===== src/rtl/camac_pkg.sv =====
// Shared encodings and timing defaults for the CAMAC cycle sequencer.
// Optional retry-on-no-X build is selected by the CAMAC_XRETRY_EN macro.
package camac_pkg;

   typedef enum logic [1:0] {
      K_NAF = 2'd0,
      K_Z   = 2'd1,
      K_C   = 2'd2,
      K_INH = 2'd3
   } kind_e;

   typedef enum logic [2:0] {
      S_IDLE,
      S_SETUP,
      S_S1,
      S_GAP,
      S_S2,
      S_HOLD,
      S_DONE
   } state_e;

   localparam int T_SETUP_DEF = 10;
   localparam int T_S1_DEF    = 10;
   localparam int T_GAP_DEF   = 10;
   localparam int T_S2_DEF    = 10;
   localparam int T_HOLD_DEF  = 10;
   localparam int N_MAX_DEF   = 24;
   localparam int XRETRY_MAX  = 3;

   localparam logic [4:0] F_READ_LO  = 5'd0;
   localparam logic [4:0] F_READ_HI  = 5'd7;
   localparam logic [4:0] F_WRITE_LO = 5'd16;
   localparam logic [4:0] F_WRITE_HI = 5'd23;

   function automatic logic is_read(input logic [4:0] f);
      return (f >= F_READ_LO) && (f <= F_READ_HI);
   endfunction

   function automatic logic is_write(input logic [4:0] f);
      return (f >= F_WRITE_LO) && (f <= F_WRITE_HI);
   endfunction

   // Phase counter reload value: a phase of t clocks counts t-1 down to 0.
   function automatic logic [7:0] ld(input int t);
      return 8'(t - 1);
   endfunction

endpackage


===== src/rtl/camac_cycle_sequencer_timer.sv =====
// Phase duration counter: load, count down, flag terminal count.
// Shared by every timed phase of the sequencer.
module camac_phase_timer (
   input  logic       clk,
   input  logic       rst_n,
   input  logic       load,
   input  logic [7:0] load_val,
   output logic       tc
);

   logic [7:0] cnt;

   // Reload on phase entry, otherwise count down and stop at zero.
   always_ff @(posedge clk or negedge rst_n) begin
      if (!rst_n) begin
         cnt <= 8'd0;
      end else if (load) begin
         cnt <= load_val;
      end else if (cnt != 8'd0) begin
         cnt <= cnt - 8'd1;
      end
   end

   assign tc = (cnt == 8'd0);

endmodule


===== src/rtl/camac_cycle_sequencer.sv =====
// Runs one CAMAC dataway cycle (NAF, Z, C or inhibit change) per command.
// Optional macro CAMAC_XRETRY_EN repeats a NAF cycle that saw X=0.
module camac_cycle_sequencer
   import camac_pkg::*;
#(
   parameter int T_SETUP = T_SETUP_DEF,
   parameter int T_S1    = T_S1_DEF,
   parameter int T_GAP   = T_GAP_DEF,
   parameter int T_S2    = T_S2_DEF,
   parameter int T_HOLD  = T_HOLD_DEF,
   parameter int N_MAX   = N_MAX_DEF
) (
   input  logic        clk,
   input  logic        rst_n,
   input  logic        cmd_valid,
   output logic        cmd_ready,
   input  logic [1:0]  cmd_kind,
   input  logic [5:0]  cmd_n,
   input  logic [4:0]  cmd_f,
   input  logic [3:0]  cmd_a,
   input  logic [23:0] cmd_w,
   output logic        rsp_valid,
   output logic [23:0] rsp_r,
   output logic        rsp_x,
   output logic        rsp_q,
`ifdef CAMAC_XRETRY_EN
   output logic [1:0]  rsp_retries,
`endif
   output logic        rsp_err,
   output logic [5:0]  camac_n,
   output logic [4:0]  camac_f,
   output logic [3:0]  camac_a,
   output logic [23:0] camac_w,
   input  logic [23:0] camac_r,
   input  logic        camac_x,
   input  logic        camac_q,
   output logic        camac_b,
   output logic        camac_s1,
   output logic        camac_s2,
   output logic        camac_z,
   output logic        camac_c,
   output logic        camac_i
);

   localparam logic [5:0] N_MAX_V = 6'(N_MAX);

   state_e      state;
   kind_e       kind_q;
   kind_e       kind_in;
   logic        inh;
   logic [23:0] samp_r;
   logic        samp_x;
   logic        samp_q;
   logic        accept;
   logic        n_ok;
   logic        go_bus;
   logic        retry;
   logic        tm_load;
   logic [7:0]  tm_val;
   logic        tc;
`ifdef CAMAC_XRETRY_EN
   logic [1:0]  retry_cnt;
`endif

   assign kind_in = kind_e'(cmd_kind);
   assign accept  = cmd_valid & cmd_ready;
   assign n_ok    = (cmd_n != 6'd0) && (cmd_n <= N_MAX_V);
   assign go_bus  = ((kind_in == K_NAF) && n_ok) ||
                    (kind_in == K_Z) || (kind_in == K_C);

`ifdef CAMAC_XRETRY_EN
   assign retry = (kind_q == K_NAF) && !samp_x &&
                  (retry_cnt != 2'(XRETRY_MAX));
`else
   assign retry = 1'b0;
`endif

   camac_phase_timer u_timer (
      .clk      (clk),
      .rst_n    (rst_n),
      .load     (tm_load),
      .load_val (tm_val),
      .tc       (tc)
   );

   // Reload the phase timer with the length of the phase being entered.
   always_comb begin
      tm_load = 1'b0;
      tm_val  = 8'd0;
      unique case (state)
         S_IDLE:  if (accept && go_bus) begin
                     tm_load = 1'b1;
                     tm_val  = ld(T_SETUP);
                  end
         S_SETUP: if (tc) begin
                     tm_load = 1'b1;
                     tm_val  = ld(T_S1);
                  end
         S_S1:    if (tc) begin
                     tm_load = 1'b1;
                     tm_val  = ld(T_GAP);
                  end
         S_GAP:   if (tc) begin
                     tm_load = 1'b1;
                     tm_val  = ld(T_S2);
                  end
         S_S2:    if (tc) begin
                     tm_load = 1'b1;
                     tm_val  = ld(T_HOLD);
                  end
         S_HOLD:  if (tc && retry) begin
                     tm_load = 1'b1;
                     tm_val  = ld(T_SETUP);
                  end
         default: ;
      endcase
   end

   // Cycle FSM; every bus and response output is registered here.
   always_ff @(posedge clk or negedge rst_n) begin
      if (!rst_n) begin
         state     <= S_IDLE;
         kind_q    <= K_NAF;
         cmd_ready <= 1'b0;
         rsp_valid <= 1'b0;
         rsp_r     <= 24'd0;
         rsp_x     <= 1'b0;
         rsp_q     <= 1'b0;
         rsp_err   <= 1'b0;
         camac_n   <= 6'd0;
         camac_f   <= 5'd0;
         camac_a   <= 4'd0;
         camac_w   <= 24'd0;
         camac_b   <= 1'b0;
         camac_s1  <= 1'b0;
         camac_s2  <= 1'b0;
         camac_z   <= 1'b0;
         camac_c   <= 1'b0;
         camac_i   <= 1'b0;
         inh       <= 1'b0;
         samp_r    <= 24'd0;
         samp_x    <= 1'b0;
         samp_q    <= 1'b0;
`ifdef CAMAC_XRETRY_EN
         retry_cnt   <= 2'd0;
         rsp_retries <= 2'd0;
`endif
      end else begin
         rsp_valid <= 1'b0;
         unique case (state)
            S_IDLE: begin
               cmd_ready <= 1'b1;
               if (accept) begin
                  cmd_ready <= 1'b0;
                  kind_q    <= kind_in;
                  samp_r    <= 24'd0;
                  samp_x    <= 1'b0;
                  samp_q    <= 1'b0;
`ifdef CAMAC_XRETRY_EN
                  retry_cnt <= 2'd0;
`endif
                  if (go_bus) begin
                     state   <= S_SETUP;
                     camac_b <= 1'b1;
                     camac_z <= (kind_in == K_Z);
                     camac_c <= (kind_in == K_C);
                     if (kind_in == K_Z) camac_i <= 1'b1;
                     if (kind_in == K_NAF) begin
                        camac_n <= cmd_n;
                        camac_f <= cmd_f;
                        camac_a <= cmd_a;
                        camac_w <= is_write(cmd_f) ? cmd_w : 24'd0;
                     end
                  end else begin
                     state     <= S_DONE;
                     rsp_valid <= 1'b1;
                     rsp_r     <= 24'd0;
                     rsp_x     <= 1'b0;
                     rsp_q     <= 1'b0;
                     rsp_err   <= (kind_in == K_NAF);
`ifdef CAMAC_XRETRY_EN
                     rsp_retries <= 2'd0;
`endif
                     if (kind_in == K_INH) begin
                        inh     <= cmd_w[0];
                        camac_i <= cmd_w[0];
                     end
                  end
               end
            end
            S_SETUP: if (tc) begin
               state    <= S_S1;
               camac_s1 <= (kind_q == K_NAF);
            end
            S_S1: if (tc) begin
               state    <= S_GAP;
               camac_s1 <= 1'b0;
               if (kind_q == K_NAF) begin
                  samp_x <= camac_x;
                  samp_q <= camac_q;
                  samp_r <= is_read(camac_f) ? camac_r : 24'd0;
               end
            end
            S_GAP: if (tc) begin
               state    <= S_S2;
               camac_s2 <= 1'b1;
            end
            S_S2: if (tc) begin
               state    <= S_HOLD;
               camac_s2 <= 1'b0;
            end
            S_HOLD: if (tc) begin
               if (retry) begin
                  state <= S_SETUP;
`ifdef CAMAC_XRETRY_EN
                  retry_cnt <= retry_cnt + 2'd1;
`endif
               end else begin
                  state     <= S_DONE;
                  camac_n   <= 6'd0;
                  camac_f   <= 5'd0;
                  camac_a   <= 4'd0;
                  camac_w   <= 24'd0;
                  camac_b   <= 1'b0;
                  camac_z   <= 1'b0;
                  camac_c   <= 1'b0;
                  camac_i   <= inh;
                  rsp_valid <= 1'b1;
                  rsp_r     <= samp_r;
                  rsp_x     <= samp_x;
                  rsp_q     <= samp_q;
                  rsp_err   <= 1'b0;
`ifdef CAMAC_XRETRY_EN
                  rsp_retries <= retry_cnt;
`endif
               end
            end
            S_DONE: begin
               state     <= S_IDLE;
               cmd_ready <= 1'b1;
            end
            default: state <= S_IDLE;
         endcase
      end
   end

endmodule


===== config.mk =====
export PLATFORM = sky130hd
export DESIGN_NAME = camac_cycle_sequencer
export DESIGN_NICKNAME = d
export VERILOG_FILES = /design/src/rtl/camac_pkg.sv /design/src/rtl/camac_cycle_sequencer_timer.sv /design/src/rtl/camac_cycle_sequencer.sv
export SDC_FILE = /design/constraint.sdc
export NUM_CORES = 1
export LEC_CHECK = 0
export CAP_MARGIN = 10
export CORE_ASPECT_RATIO = 0.75
export CORE_MARGIN = 2
export CORE_UTILIZATION = 45
export DETAILED_ROUTE_END_ITERATION = 16
export PLACE_DENSITY = 0.87
export SYNTH_ARGS = -nofsm -noshare
export SYNTH_HDL_FRONTEND = slang
export SYNTH_SLANG_ARGS = --single-unit
export TNS_END_PERCENT = 100

===== constraint.sdc =====
create_clock -name clk -period 4 [get_ports clk]
set_clock_uncertainty 0.1 [all_clocks]
set_input_delay 0.8 -clock clk [delete_from_list [all_inputs] [get_ports clk]]
set_output_delay 0.8 -clock clk [all_outputs]
set_load 0.05 [all_outputs]

After elaboration in Yosys (flattened, before gate mapping)
Cells that the tools add are included.
{ "totals": {"regBits": 114, "input_bits": 70, "out_inout_bits": 74, "elab_cells": 169} }
{ "classes": {"n_addsub": 1, "magnitude_cmp": 5, "n_eq_ne": 21, "muxes": 87, "bitwise_logic": 2, "n_reduce_logical": 30} }
{ "ops": {"columns": ["cell", "count"], "rows": [
  ["two-way mux 24 bit", 12],
  ["one-hot mux 24 bit (2 select lines)", 3],
  ["two-way mux 1 bit", 30],
  ["one-hot mux 1 bit (2 select lines)", 14],
  ["two-way mux 4 bit", 6],
  ["two-way mux 6 bit", 4],
  ["two-way mux 3 bit", 7],
  ["two-way mux 5 bit", 4],
  ["inequality test 2 bit (second input constant)", 10],
  ["one-hot mux 3 bit (6 select lines)", 1],
  ["two-way mux 8 bit", 2],
  ["one-hot mux 8 bit (2 select lines)", 1],
  ["AND reduction 4 bit", 4],
  ["one-hot mux 6 bit (2 select lines)", 1],
  ["nonzero test 2 bit", 6],
  ["one-hot mux 5 bit (2 select lines)", 1],
  ["AND reduction 5 bit", 2],
  ["equality test 3 bit (second input constant)", 3],
  ["zero test 8 bit", 1],
  ["one-hot mux 4 bit (2 select lines)", 1],
  ["nonzero test 8 bit", 1],
  ["subtractor 8 x 1 -> 8 bit (second input constant)", 1],
  ["equality test 3 x 2 -> 1 bit (second input constant)", 2],
  ["less-or-equal comparator 6 x 5 -> 1 bit (second input constant)", 1],
  ["19 further kinds", 28]
]} }

Depth between registers and ports, before layout
Gate-level depths: netlist (run 1).
{ "logic_depth": {"ltp_word": 9, "ltp_mapped": 9, "ltp_nobuf": 7} }

Cells and area by module
A second synthesis (run 1) with hierarchy kept.
{ "unflattened": {"cells_unflattened": 521, "hier_area_um2": 5195.0} }
{ "by_module_without_submodules": {"columns": ["module", "instances", "cells_per_inst", "area_each_um2", "seq_area_each_um2"], "rows": [
  ["camac_cycle_sequencer", 1, 467, 4718.3, 2652.5],
  ["camac_phase_timer", 1, 54, 476.7, 200.2]
]} }

Worst setup path after synthesis (run 1)
Ideal clock, no wire load.
{ "synth_timing": {"kind": "input -> register", "startpoint": "in cmd_n[0]", "endpoint": "reg rsp_r[10]", "setup_time_ps": 67, "arrival_ps": 2072, "required_time_ps": 3833, "path_slack_ps": 1761, "stages": 6, "path_buffers": 1, "cell_sequence": "nor3_4 nor2_1 o311a_1 nor3b_4 buf_6 a22o_1"} }
{ "synth_between": {"elab_chain_cells": 7, "word_cells_on_any_way": 8, "classes_between": "order compare (1); eq/ne (1); reduce/logical (6)"} }
{ "synth_lines": {"columns": ["element", "line_no", "source"], "rows": [
  ["start: declaration", "camac_cycle_sequencer.sv:18", "input logic [5:0] cmd_n,"],
  ["less-or-equal comparator 6 x 5 -> 1 bit or nonzero test 6 bit (tied branches)", "camac_cycle_sequencer.sv:67", "assign n_ok = (cmd_n != 6'd0) && (cmd_n <= N_MAX_V);"],
  ["logical AND 1 bit *", "camac_cycle_sequencer.sv:67", null],
  ["logical AND 1 bit *", "camac_cycle_sequencer.sv:68", "assign go_bus = ((kind_in == K_NAF) && n_ok) ||"],
  ["logical OR 1 bit *", "camac_cycle_sequencer.sv:68", null],
  ["logical OR 1 bit *", "camac_cycle_sequencer.sv:69", "(kind_in == K_Z) || (kind_in == K_C);"],
  ["inequality test 2 bit (no source line) *", null, null],
  ["AND reduction 4 bit (no source line) *", null, null],
  ["end signal: assignment", "camac_cycle_sequencer.sv:229", "rsp_r <= samp_r;"],
  ["end: declaration", "camac_cycle_sequencer.sv:23", "output logic [23:0] rsp_r,"]
]} }
Every way passes the cells marked *; elsewhere a longest branch is shown, timed or not.
A chain may end at the register's enable or synchronous reset.

Worst setup path in the final report (run 1)
{ "layout_timing": {"startpoint": "in cmd_valid", "endpoint": "reg camac_w[20]"} }
{ "layout_between": {"elab_chain_cells": 3} }
{ "layout_lines": {"columns": ["element", "line_no", "source"], "rows": [
  ["start: declaration", "camac_cycle_sequencer.sv:15", "input logic cmd_valid,"],
  ["AND 1 bit", "camac_cycle_sequencer.sv:66", "assign accept = cmd_valid & cmd_ready;"],
  ["inequality test 2 bit (no source line)", null, null],
  ["AND reduction 5 bit (no source line)", null, null],
  ["end signal: assignment", "camac_cycle_sequencer.sv:172", "camac_w <= is_write(cmd_f) ? cmd_w : 24'd0;"],
  ["end: declaration", "camac_cycle_sequencer.sv:33", "output logic [23:0] camac_w,"]
]} }
Every way passes these cells.

==> flow_metrics.py, run 1 <==
metrics = {
    "outcome": {
        "result_of_the_run": "completed",
    },
    "sta": {
        "number_of_max_slew_violations_in_the_final_report": 0,
        "setup_violations": 0,
        "count_of_endpoints_failing_hold_in_the_final_timing_report": 0,
        "timing_worst_slew_pin_value_ns": 0.820,
        "maxClockFrequency_mhz": 325,
        "rsz0062_at_grt": "false",
        "max_slew_margin_pct": 45.3,
        "fin_crit_ns": 3.08,
        "setup_total_negative_slack_ns": 0,
        "fin_crit_sh_pct": 76.9,
    },
    "power_and_ir_drop": {
        "static-leakage-power_uw": 0.00296,
        "vdd_drop_max_v": 0.000565,
        "post-layout-total-power_uw": 5060,
        "power_density_nw_per_um2": 729,
    },
    "clock_tree": {
        "tritoncts_clock_tree": "built",
        "cts_num_sinks": 114,
        "cts_buffers": 17,
        "post-cts-setup-buffer-count": 0,
        "clk_pin_slew_worst_paths_ns": 0.06,
        "cts.htree.levels": 4,
        "clockRootBuffer": "sky130_fd_sc_hd__clkbuf_16",
        "number_of_hold_buffers_added_after_cts": 0,
        "worstSkewPairLatency_ns": 0.40,
        "clockBufferDepth": 2,
        "cts_resized": 0,
    },
    "worst_setup_path": {
        "critical-path-max-stage-delay_ns": 0.70,
        "critPathKind": "input port to flop",
        "worstPathMaxFanout": 39,
        "timing.critical_path.max_delay_family": "buffers and inverters",
        "critPathSlowestCell": "sky130_fd_sc_hd__or2_1",
        "worst_path_most_repeated_cell": "sky130_fd_sc_hd__buf_4",
        "r2r_setup_slack_ns": 1.09,
        "cp-start-kind": "input port",
        "critical_path.reg2reg.endpoint": "camac_w[20]",
        "crit_arrival_ns": 3.25,
        "r2r_depth": 7,
        "worstSetupEndpointType": "flop",
        "worstPathBufferInverterCount": 3,
        "critical_path.cell_chain": "clkdlybuf4s50_1, and3_1, a21oi_2, buf_4, or2_1, buf_4, o21ai_1",
        "critical_path_required_ns": 4.17,
        "crit-reg2reg-launch": "state[2]",
    },
    "floorplan": {
        "floorplan.die_area_um2": 11600,
        "num_rows": 32,
        "coreArea_um2": 10400,
        "chipHeight_um": 93.8,
        "die-width_um": 124,
        "top_ports": 144,
        "floorplan.initialDensity_pct": 46.7,
    },
    "synth": {
        "synth.distinct_cells": 48,
        "synthesis.nets": 551,
        "syn-instance-count": 480,
        "seq_area_frac_synth_pct": 58.9,
        "synth.ff_latch_count": 114,
        "synth_enable_flop_cells": 0,
        "synth.top_cells.by_count": "sky130_fd_sc_hd__dfrtp_1, sky130_fd_sc_hd__o21ai_1, sky130_fd_sc_hd__nand2_1, sky130_fd_sc_hd__o21ai_0, sky130_fd_sc_hd__inv_1",
        "synth_flop_cell": "sky130_fd_sc_hd__dfrtp_1",
        "synth_area_per_cell_um2": 10.1,
        "synth_area_leader_cell": "sky130_fd_sc_hd__dfrtp_1",
        "synth_warnings": 0,
        "share_of_synthesized_registers_carrying_an_async_set_or_reset_pct": 100,
        "synth.top_cell.area_share_pct": 58.9,
        "post-synth-top-count-cell": "sky130_fd_sc_hd__dfrtp_1",
        "post_synth_instance_area_um2": 4840,
        "post_synth_main_area_contributors": "sky130_fd_sc_hd__dfrtp_1, sky130_fd_sc_hd__o21ai_1, sky130_fd_sc_hd__a22o_1",
    },
    "routing": {
        "drt_iter0_markers": 302,
        "drtAntennaViolNets": 0,
        "via_density_per_instance": 5.44,
        "drt_pre_antenna_iters": 5,
        "route.detailed.wl_per_inst_um": 16.8,
        "drt_drc": 0,
        "postRouteWirelength_um": 12900,
        "detailroute.via_count": 4185,
    },
    "global_route": {
        "all_layer_global_routing_usage_pct": 23.5,
        "grt.overflow.total": 0,
        "grt_most_used_layer": "met2",
        "grt_use_met1_pct": 31.3,
        "via_count_of_the_first_global_routing_pass": 4277,
        "antenna_found_initial": 0,
        "gr-usage-met2_pct": 35.9,
        "grt_first_pass_wirelength_um": 20900,
        "largest_net_degree_at_the_start_of_global_routing": 95,
        "grtUsageMet3_pct": 8.07,
    },
    "placed_design": {
        "port-buffer-count": 143,
        "globalplace.congestion": 0.854,
        "dp_hpwl_um": 8730,
        "place.detailed.instances": 736,
    },
    "finish": {
        "antenna_diode_count": 0,
        "fraction_of_layout_cells_with_a_size_suffix_above_1_pct": 8.69,
        "area.growth.synth_to_final_pct": 43.4,
        "finalNetCount": 691,
        "final_core_util_pct": 67.0,
        "finish.cell_count_without_fillers": 769,
    },
    "worst_hold_path": {
        "hold_class": "input port to async pin",
    },
    "job": {
        "number_of_max_capacitance_violations_reported": 0,
    },
}
==> metrics by stage <==
stage | worst slack [ns] | cell area, µm² | hold slack (ns)
final | 0.924 | 6940 | 0.210
after global routing | 0.772 | 6940 | 0.226
after CTS | 0.966 | 6920 | 0.380
after detailed placement | 0.567 | 6350 | 0.367
after global placement | 0.654 | 6350 | 0.362
after floorplan | 1.76 | 4840 | 0.346
==> cell families after synthesis <==
| family | after synthesis | share of synthesized area (%) |
|---|---|---|
| compound gates | 158 | 19.5 |
| mux | 3 | 0.646 |
| simple gates | 138 | 14.3 |
| flops | 114 | 58.9 |
| buf+inv | 63 | 5.82 |
| xor+xnor | 3 | 0.543 |
| fa+ha+maj | 1 | 0.258 |
==> sequential cells by signal, summed over array words and instances, names as in the netlist, 2 cells and up <==
name / count
camac_a: 4
camac_f: 5
camac_n: 6
camac_w: 24
kind_q: 2
rsp_r: 24
samp_r: 24
state: 3
u_timer.cnt: 8
==> worst max-delay path by stage <==
stage	start	to	slack, ns	cells after the start
2_1_floorplan	cmd_n[0]	rsp_r[10]	1.76	6
3_3_place_gp	cmd_valid	camac_w[17]	0.65	7
3_5_place_dp	cmd_valid	camac_w[20]	0.57	7
4_1_cts	cmd_valid	camac_w[20]	0.97	7
5_1_grt	cmd_valid	camac_w[20]	0.77	7
6_report	cmd_valid	camac_w[20]	0.92	7
==> power breakdown <==
part | leakage (µW) | internal (µW) | total, µW | switching, µW
registers | 0.00153 | 1460 | 1710 | 258
logic | 0.00116 | 668 | 1940 | 1270
clock network | 0.000268 | 886 | 1410 | 528
==> layer usage <==
layer  part of all wire (%)  up-vias
met5                      0        -
met2                     48      181
met3                    8.2       17
met4                    1.5        0
li1                       -     1949
met1                     42     2038
==> cell usage in the layout (no fill, tap or decap), types with 17 or more instances in the layout <==
master,n
sky130_fd_sc_hd__dfrtp_1,114
sky130_fd_sc_hd__inv_1,30
sky130_fd_sc_hd__o21ai_0,33
sky130_fd_sc_hd__clkbuf_16,17
sky130_fd_sc_hd__nor2_1,17
sky130_fd_sc_hd__nand2_1,60
sky130_fd_sc_hd__o21ai_1,74
sky130_fd_sc_hd__a22o_1,26
sky130_fd_sc_hd__clkdlybuf4s50_1,142
sky130_fd_sc_hd__nand3_1,28
==> area by class of cell <==
type	instances	area, µm²
Clock buffer	20	457
Fill cell	802	3430
Inverter	31	116
Clock inverter	12	110
Tap cell	136	170
Timing Repair Buffer	153	1520
Sequential cell	114	2850
Multi-Input combinational cell	303	1710
(Power assumes the default switching activity.)
==> inputs of run 2 (changes only) <==
CORE_UTILIZATION = 43   (was 45)
clock period = 2.5 ns   (was 4 ns; I/O delays follow)
==> run 2 against run 1 <==
Total power is 63% higher. Clock power is 68% higher. Critical endpoint is now cmd_ready. Global-route usage is 1.8 points lower. First-iteration DRC count is 15% lower. Final cell count is 1.3% higher. Sequential share of layout area is 0.59 points lower. Utilization is 2.6 points lower. Critical path type is now flop to output port. Combinational power is 62% higher. Sequential cell count stayed put. Highest routed layer unchanged. Largest cell class unchanged. Hold slack better by 0.18 ns.
==> flow_metrics.py, run 2 (synthesis results as in run 1) <==
metrics = {
    "clock_tree": {
        "clk_pin_slew_worst_paths_ns": 0.05,
        "cts_num_sinks": 114,
        "post-cts-setup-buffer-count": 0,
        "cts_resized": 0,
        "number_of_hold_buffers_added_after_cts": 1,
        "clockRootBuffer": "sky130_fd_sc_hd__clkbuf_16",
        "worstSkewPairLatency_ns": 0.40,
        "cts_buffers": 17,
        "clockBufferDepth": 2,
        "tritoncts_clock_tree": "built",
        "cts.htree.levels": 4,
    },
    "finish": {
        "highest_count_cells_in_the_layout_ignoring_fill_and_taps": "sky130_fd_sc_hd__clkdlybuf4s50_1, sky130_fd_sc_hd__dfrtp_1, sky130_fd_sc_hd__o21ai_1, sky130_fd_sc_hd__nand2_1, sky130_fd_sc_hd__o21ai_0",
        "mostFrequentLayoutCell": "sky130_fd_sc_hd__clkdlybuf4s50_1",
        "reg_top3": "camac_w (24), rsp_r (24), samp_r (24)",
        "register_area_um2": 2850,
        "fillerInstances": 829,
        "finalNetCount": 697,
        "multi_input_comb_area_um2": 1710,
        "area.growth.synth_to_final_pct": 45.5,
        "antenna_diode_count": 0,
        "fraction_of_layout_cells_with_a_size_suffix_above_1_pct": 9.55,
    },
    "worst_setup_path": {
        "crit_arrival_ns": 1.73,
        "critPathKind": "flop to output port",
        "r2r_setup_slack_ns": 0.29,
        "cp-start-kind": "flop",
        "worstPathBufferInverterCount": 1,
        "crit-reg2reg-launch": "u_timer.cnt[0]",
        "critPathSlowestCell": "sky130_fd_sc_hd__clkdlybuf4s50_1",
        "r2r_depth": 8,
        "worstPathMaxFanout": 7,
        "timing.critical_path.max_delay_family": "buffers and inverters",
        "worstSetupEndpointType": "output port",
        "crit_path_start": "cmd_ready",
        "path_depth": 1,
        "critical_path_required_ns": 1.90,
        "critical_path.cell_chain": "clkdlybuf4s50_1",
        "endpoint": "cmd_ready",
        "critical-path-max-stage-delay_ns": 0.85,
        "critical_path.reg2reg.endpoint": "camac_n[0]",
    },
    "power_and_ir_drop": {
        "power_report.internal_total_uw": 4900,
        "vdd_drop_max_v": 0.000738,
        "static-leakage-power_uw": 0.00301,
        "power_density_nw_per_um2": 1170,
        "share_comb_of_total_power_pct": 38.2,
        "post-layout-total-power_uw": 8230,
        "p_switching_uw": 3330,
        "pwr-share-clk_pct": 28.7,
        "power.share.sequential_pct": 33.1,
        "sw_frac_of_total_pct": 40.4,
    },
    "routing": {
        "drtAntennaViolNets": 0,
        "drt_drc": 0,
        "via_density_per_instance": 5.36,
        "drt_iter0_markers": 256,
        "drt_pre_antenna_iters": 4,
        "detailroute.via_count": 4175,
        "postRouteWirelength_um": 12800,
        "route.detailed.wl_per_inst_um": 16.4,
    },
    "outcome": {
        "result_of_the_run": "completed",
    },
    "worst_hold_path": {
        "hold_class": "flop to flop",
    },
    "sta": {
        "count_of_endpoints_failing_hold_in_the_final_timing_report": 0,
        "timing_worst_slew_pin_value_ns": 0.539,
        "setup_violations": 0,
        "fin_crit_ns": 2.33,
        "max_slew_margin_pct": 64.0,
        "rsz0062_at_grt": "false",
        "maxClockFrequency_mhz": 430,
        "worst_hold_slack_ns": 0.387,
        "number_of_max_slew_violations_in_the_final_report": 0,
        "fin_crit_sh_pct": 93.0,
    },
    "job": {
        "number_of_max_capacitance_violations_reported": 0,
    },
    "floorplan": {
        "coreArea_um2": 10900,
        "chipHeight_um": 95.9,
        "floorplan.initialDensity_pct": 44.2,
        "die-width_um": 127,
        "top_ports": 144,
        "num_rows": 33,
        "floorplan.die_area_um2": 12100,
    },
    "global_route": {
        "via_count_of_the_first_global_routing_pass": 4118,
        "largest_net_degree_at_the_start_of_global_routing": 53,
        "grt_first_pass_wirelength_um": 20700,
        "grt.overflow.total": 0,
        "all_layer_global_routing_usage_pct": 21.7,
        "antenna_found_initial": 0,
    },
    "placed_design": {
        "port-buffer-count": 143,
        "dp_hpwl_um": 8560,
        "globalplace.congestion": 0.810,
    },
}
run 2: cell count changes in the layout (fill, tap and decap cells not counted), sizes merged:
cell	change
buf	+5
bufinv	+1
clkbuf	-3
clkinv	-1
clkinvlp	+1
dlygate4sd3	+1
inv	+2
run 2: stage by stage:
stage / TNS, ns / std cells / cell area (µm²) / setup slack [ns] / util, %
after floorplan: 0 / 480 / 4840 / 0.558 / -
after global placement: 0 / 746 / 6450 / 0.0699 / 58.9
after detailed placement: -0.000137 / 746 / 6450 / -0.000137 / 58.9
after CTS: 0 / 779 / 7050 / 0.165 / 64.4
after global routing: 0 / 779 / 7050 / 0.104 / 64.4
final: 0 / 779 / 7050 / 0.175 / 64.4
run 2: final cells by class:
| cell class | instances | share of cell area [%] |
|---|---|---|
| inverters | 31 | 1.65 |
| multi-input cells | 303 | 24.3 |
| clock buffers | 17 | 6.04 |
| well taps | 140 | 2.49 |
| clock inverters | 15 | 2.27 |
| repair buffers | 159 | 22.7 |
| flip-flops and latches | 114 | 40.5 |
run 2: routing by layer:
layer	GRT usage [%]	part of all wire (%)	up-vias
li1	-	-	1971
met1	28.0	44	2036
met2	34.5	48	147
met3	6.34	6.0	21
met4	9.43	1.8	0
met5	0	0	-
run 2: worst min path at each step:
stage,from,endpoint,cells after the start,slack (ns)
after floorplan,rst_n,camac_a[0],0,0.10
final,kind_q[0],kind_q[0],2,0.39
after global placement,kind_q[0],kind_q[0],2,0.36
after detailed placement,kind_q[0],kind_q[0],2,0.37
after CTS,kind_q[0],kind_q[0],2,0.39
after global routing,samp_r[3],rsp_r[3],1,0.41
run 2: power by group through the flow:
stage	logic, µW	clock network (µW)	registers [µW]
finish	3140	2370	2730
global route	3350	2500	2780
CTS	3160	2400	2720
detailed placement	3140	0	2730
global placement	3060	0	2700
floorplan	979	0	3730
==> inputs of run 3 (changes only) <==
CORE_UTILIZATION = 44   (was 43)
CTS_CLUSTER_DIAMETER = 120   (was default)
SYNTH_HIERARCHICAL = 1   (was default)
==> run 3 against run 2 <==
Synthesized area rose by 7.3%. Final cell count rose by 11%. First-iteration DRC count rose by 17%. Clock power fell by 5%. Non-clock buffer count rose by 15. Critical endpoint is now rsp_r[12].
==> flow_metrics.py, run 3 <==
metrics = {
    "finish": {
        "multi_input_comb_area_um2": 2070,
        "area.growth.synth_to_final_pct": 47.3,
        "fillerInstances": 866,
        "highest_count_cells_in_the_layout_ignoring_fill_and_taps": "sky130_fd_sc_hd__clkdlybuf4s50_1, sky130_fd_sc_hd__nand2_1, sky130_fd_sc_hd__dfrtp_1, sky130_fd_sc_hd__inv_1, sky130_fd_sc_hd__mux2i_1",
        "reg_top3": "camac_w (24), rsp_r (24), samp_r (24)",
        "register_area_um2": 2850,
        "mostFrequentLayoutCell": "sky130_fd_sc_hd__clkdlybuf4s50_1",
        "finish.cell_count_without_fillers": 864,
        "fraction_of_layout_cells_with_a_size_suffix_above_1_pct": 13.7,
        "finalNetCount": 761,
        "antenna_diode_count": 0,
        "final_core_util_pct": 66.1,
    },
    "clock_tree": {
        "clockBufferDepth": 2,
        "tritoncts_clock_tree": "built",
        "worstSkewPairLatency_ns": 0.40,
        "clk_pin_slew_worst_paths_ns": 0.05,
        "cts_num_sinks": 114,
        "clockRootBuffer": "sky130_fd_sc_hd__clkbuf_16",
        "cts_buffers": 17,
        "cts.htree.levels": 4,
    },
    "power_and_ir_drop": {
        "pwr-share-clk_pct": 46.1,
        "p_switching_uw": 1270,
        "static-leakage-power_uw": 0.00350,
        "power.share.sequential_pct": 40.2,
        "share_comb_of_total_power_pct": 13.7,
        "sw_frac_of_total_pct": 26.0,
        "power_density_nw_per_um2": 637,
        "vdd_drop_max_v": 0.000460,
        "power_report.internal_total_uw": 3610,
    },
    "routing": {
        "drt_iter0_markers": 299,
        "maxUsedRoutingLayer": "met4",
        "drt_drc": 0,
        "drt_pre_antenna_iters": 6,
        "routed-wl-met3_um": 771,
        "via_density_per_instance": 5.05,
        "route.met2.wl_um": 6970,
        "m1WireLength_um": 6000,
        "route.detailed.wl_per_inst_um": 16.1,
        "detailroute.via_count": 4366,
        "postRouteWirelength_um": 13900,
        "drtAntennaViolNets": 0,
    },
    "worst_setup_path": {
        "worst_path_most_repeated_cell": "sky130_fd_sc_hd__nor2_4",
        "critical_path_required_ns": 2.72,
        "critical_path.cell_chain": "inv_1, ha_2, or3b_4, nor2_4, nand2_2, nor2_4, nand2_1, o21ai_4, clkbuf_16, mux2i_1",
        "worstPathMaxFanout": 7,
        "crit_arrival_ns": 2.66,
        "cp-start-kind": "flop",
        "timing.critical_path.max_delay_family": "simple AND/OR/NAND/NOR gates",
        "critPathSlowestCell": "sky130_fd_sc_hd__dfrtp_1",
        "worstPathBufferInverterCount": 2,
        "critical-path-max-stage-delay_ns": 0.42,
        "critPathKind": "flop to flop",
        "worstSetupEndpointType": "flop",
    },
    "global_route": {
        "all_layer_global_routing_usage_pct": 21.7,
        "grt.overflow.total": 0,
        "antenna_found_initial": 0,
        "via_count_of_the_first_global_routing_pass": 4486,
        "largest_net_degree_at_the_start_of_global_routing": 53,
        "grt_first_pass_wirelength_um": 21500,
    },
    "floorplan": {
        "coreArea_um2": 11600,
        "top_ports": 144,
        "floorplan.initialDensity_pct": 44.9,
        "floorplan.die_area_um2": 12700,
        "num_rows": 34,
        "chipHeight_um": 98.1,
        "die-width_um": 129,
    },
    "sta": {
        "maxClockFrequency_mhz": 410,
        "setup_violations": 0,
        "timing_worst_slew_pin_value_ns": 0.650,
        "number_of_max_slew_violations_in_the_final_report": 0,
        "fin_crit_ns": 2.44,
        "setup_total_negative_slack_ns": 0,
        "worst_hold_slack_ns": 0.379,
        "max_slew_margin_pct": 56.7,
        "count_of_endpoints_failing_hold_in_the_final_timing_report": 0,
        "fin_crit_sh_pct": 97.5,
    },
    "synth": {
        "post-synth-top-count-cell": "sky130_fd_sc_hd__nand2_1",
        "synth.ff_latch_count": 114,
        "seq_area_frac_synth_pct": 54.9,
        "synth_enable_flop_cells": 0,
        "post_synth_instance_area_um2": 5190,
        "synth_area_leader_cell": "sky130_fd_sc_hd__dfrtp_1",
        "share_of_synthesized_registers_carrying_an_async_set_or_reset_pct": 100,
        "synth.distinct_cells": 52,
        "synth_area_per_cell_um2": 9.97,
        "post_synth_main_area_contributors": "sky130_fd_sc_hd__dfrtp_1, sky130_fd_sc_hd__mux2i_1, sky130_fd_sc_hd__nand2_1",
        "synth_flop_cell": "sky130_fd_sc_hd__dfrtp_1",
        "syn-instance-count": 521,
        "synth.top_cell.area_share_pct": 54.9,
        "synth.top_cells.by_count": "sky130_fd_sc_hd__nand2_1, sky130_fd_sc_hd__dfrtp_1, sky130_fd_sc_hd__inv_1, sky130_fd_sc_hd__mux2i_1, sky130_fd_sc_hd__o21ai_0",
        "synth_warnings": 6,
    },
    "placed_design": {
        "globalplace.congestion": 0.822,
        "place.detailed.instances": 827,
        "port-buffer-count": 143,
        "dp_hpwl_um": 9380,
    },
    "outcome": {
        "result_of_the_run": "completed",
    },
    "job": {
        "number_of_max_capacitance_violations_reported": 0,
    },
    "worst_hold_path": {
        "hold_class": "flop to flop",
    },
}
## run 3: cell types whose count changed after synthesis, sizes merged, moves of 4 or more
cell,previous run,this run
mux2,1,17
nand2,60,119
mux2i,2,50
clkbuf,15,11
nor2b,2,15
o21ai,107,36
inv,31,55
nand3,28,10
a22o,26,2
## run 3: worst paths after layout
path	to	depth (start not counted)	slack (ns)	startpoint
max in group asynchronous	camac_n[3]	3	1.25	rst_n
worst min-delay path	samp_r[7]	2	0.38	samp_r[7]
min in group asynchronous	rsp_r[11]	2	0.40	rst_n
worst max register to register	rsp_r[12]	10	0.06	u_timer/cnt[1]
worst min register to register	samp_r[7]	2	0.38	samp_r[7]
worst max-delay path	rsp_r[12]	10	0.06	u_timer/cnt[1]
## run 3: area by class of cell
class	instances	share of cell area, %
sequential	114	37.3
clock buffer	20	6.10
inverter	55	2.70
clock inverter	11	1.14
timing repair buffer	174	23.1
tap	162	2.65
multi-input combinational	328	27.0
## run 3: what timing repair did
item                                    4_1_cts  5_1_grt
hold endpoints to repair                     15        0
resized for setup                             1        6
cloned                                        0        3
endpoints found under the setup margin        1       60
hold buffers                                  1        0
buffers inserted                              0        2
pin swaps                                     0        3
## run 3: worst reg2reg max path, cell delays in order (launching register included)
cell                        delay (ns)
sky130_fd_sc_hd__dfrtp_1          0.42
sky130_fd_sc_hd__inv_1            0.08
sky130_fd_sc_hd__ha_2             0.18
sky130_fd_sc_hd__or3b_4           0.41
sky130_fd_sc_hd__nor2_4           0.17
sky130_fd_sc_hd__nand2_2          0.12
sky130_fd_sc_hd__nor2_4           0.14
sky130_fd_sc_hd__nand2_1          0.11
sky130_fd_sc_hd__o21ai_4          0.18
sky130_fd_sc_hd__clkbuf_16        0.25
sky130_fd_sc_hd__mux2i_1          0.21
## run 3: kinds of logic (layout without fill, tap and decap cells)
logic type	Yosys count	in the layout	synth area share [%]
fa+ha+maj	1	1	0.241
xor+xnor	2	2	0.337
compound gates	68	68	8.36
buf+inv	84	260	7.23
flops	114	114	54.9
other cells	1	6	0.0722
mux	67	67	13.3
simple gates	184	184	15.5
## run 3: power groups by stage
stage	logic [µW]	clock network (µW)	registers (µW)
2_1_floorplan	90.2	0	2220
3_3_place_gp	657	0	1980
3_5_place_dp	670	0	1990
4_1_cts	675	2290	1960
5_1_grt	702	2390	1960
6_report	670	2250	1960
## run 3: layer usage
layer | up-vias | GRT usage, %
met3 | 21 | 6.03
met1 | 2143 | 27.9
met5 | - | 0
li1 | 2049 | -
met2 | 153 | 35.8
met4 | 0 | 6.87
## run 3: per-stage QoR
step                      area, µm²  worst slack, ns  power [µW]
after global routing           7650          -0.0423        5060
after CTS                      7550           0.0146        4920
final                          7650           0.0620        4880
after floorplan                5250         -0.00825        2310
after global placement         6980          -0.0935        2640
after detailed placement       6980           -0.162        2660
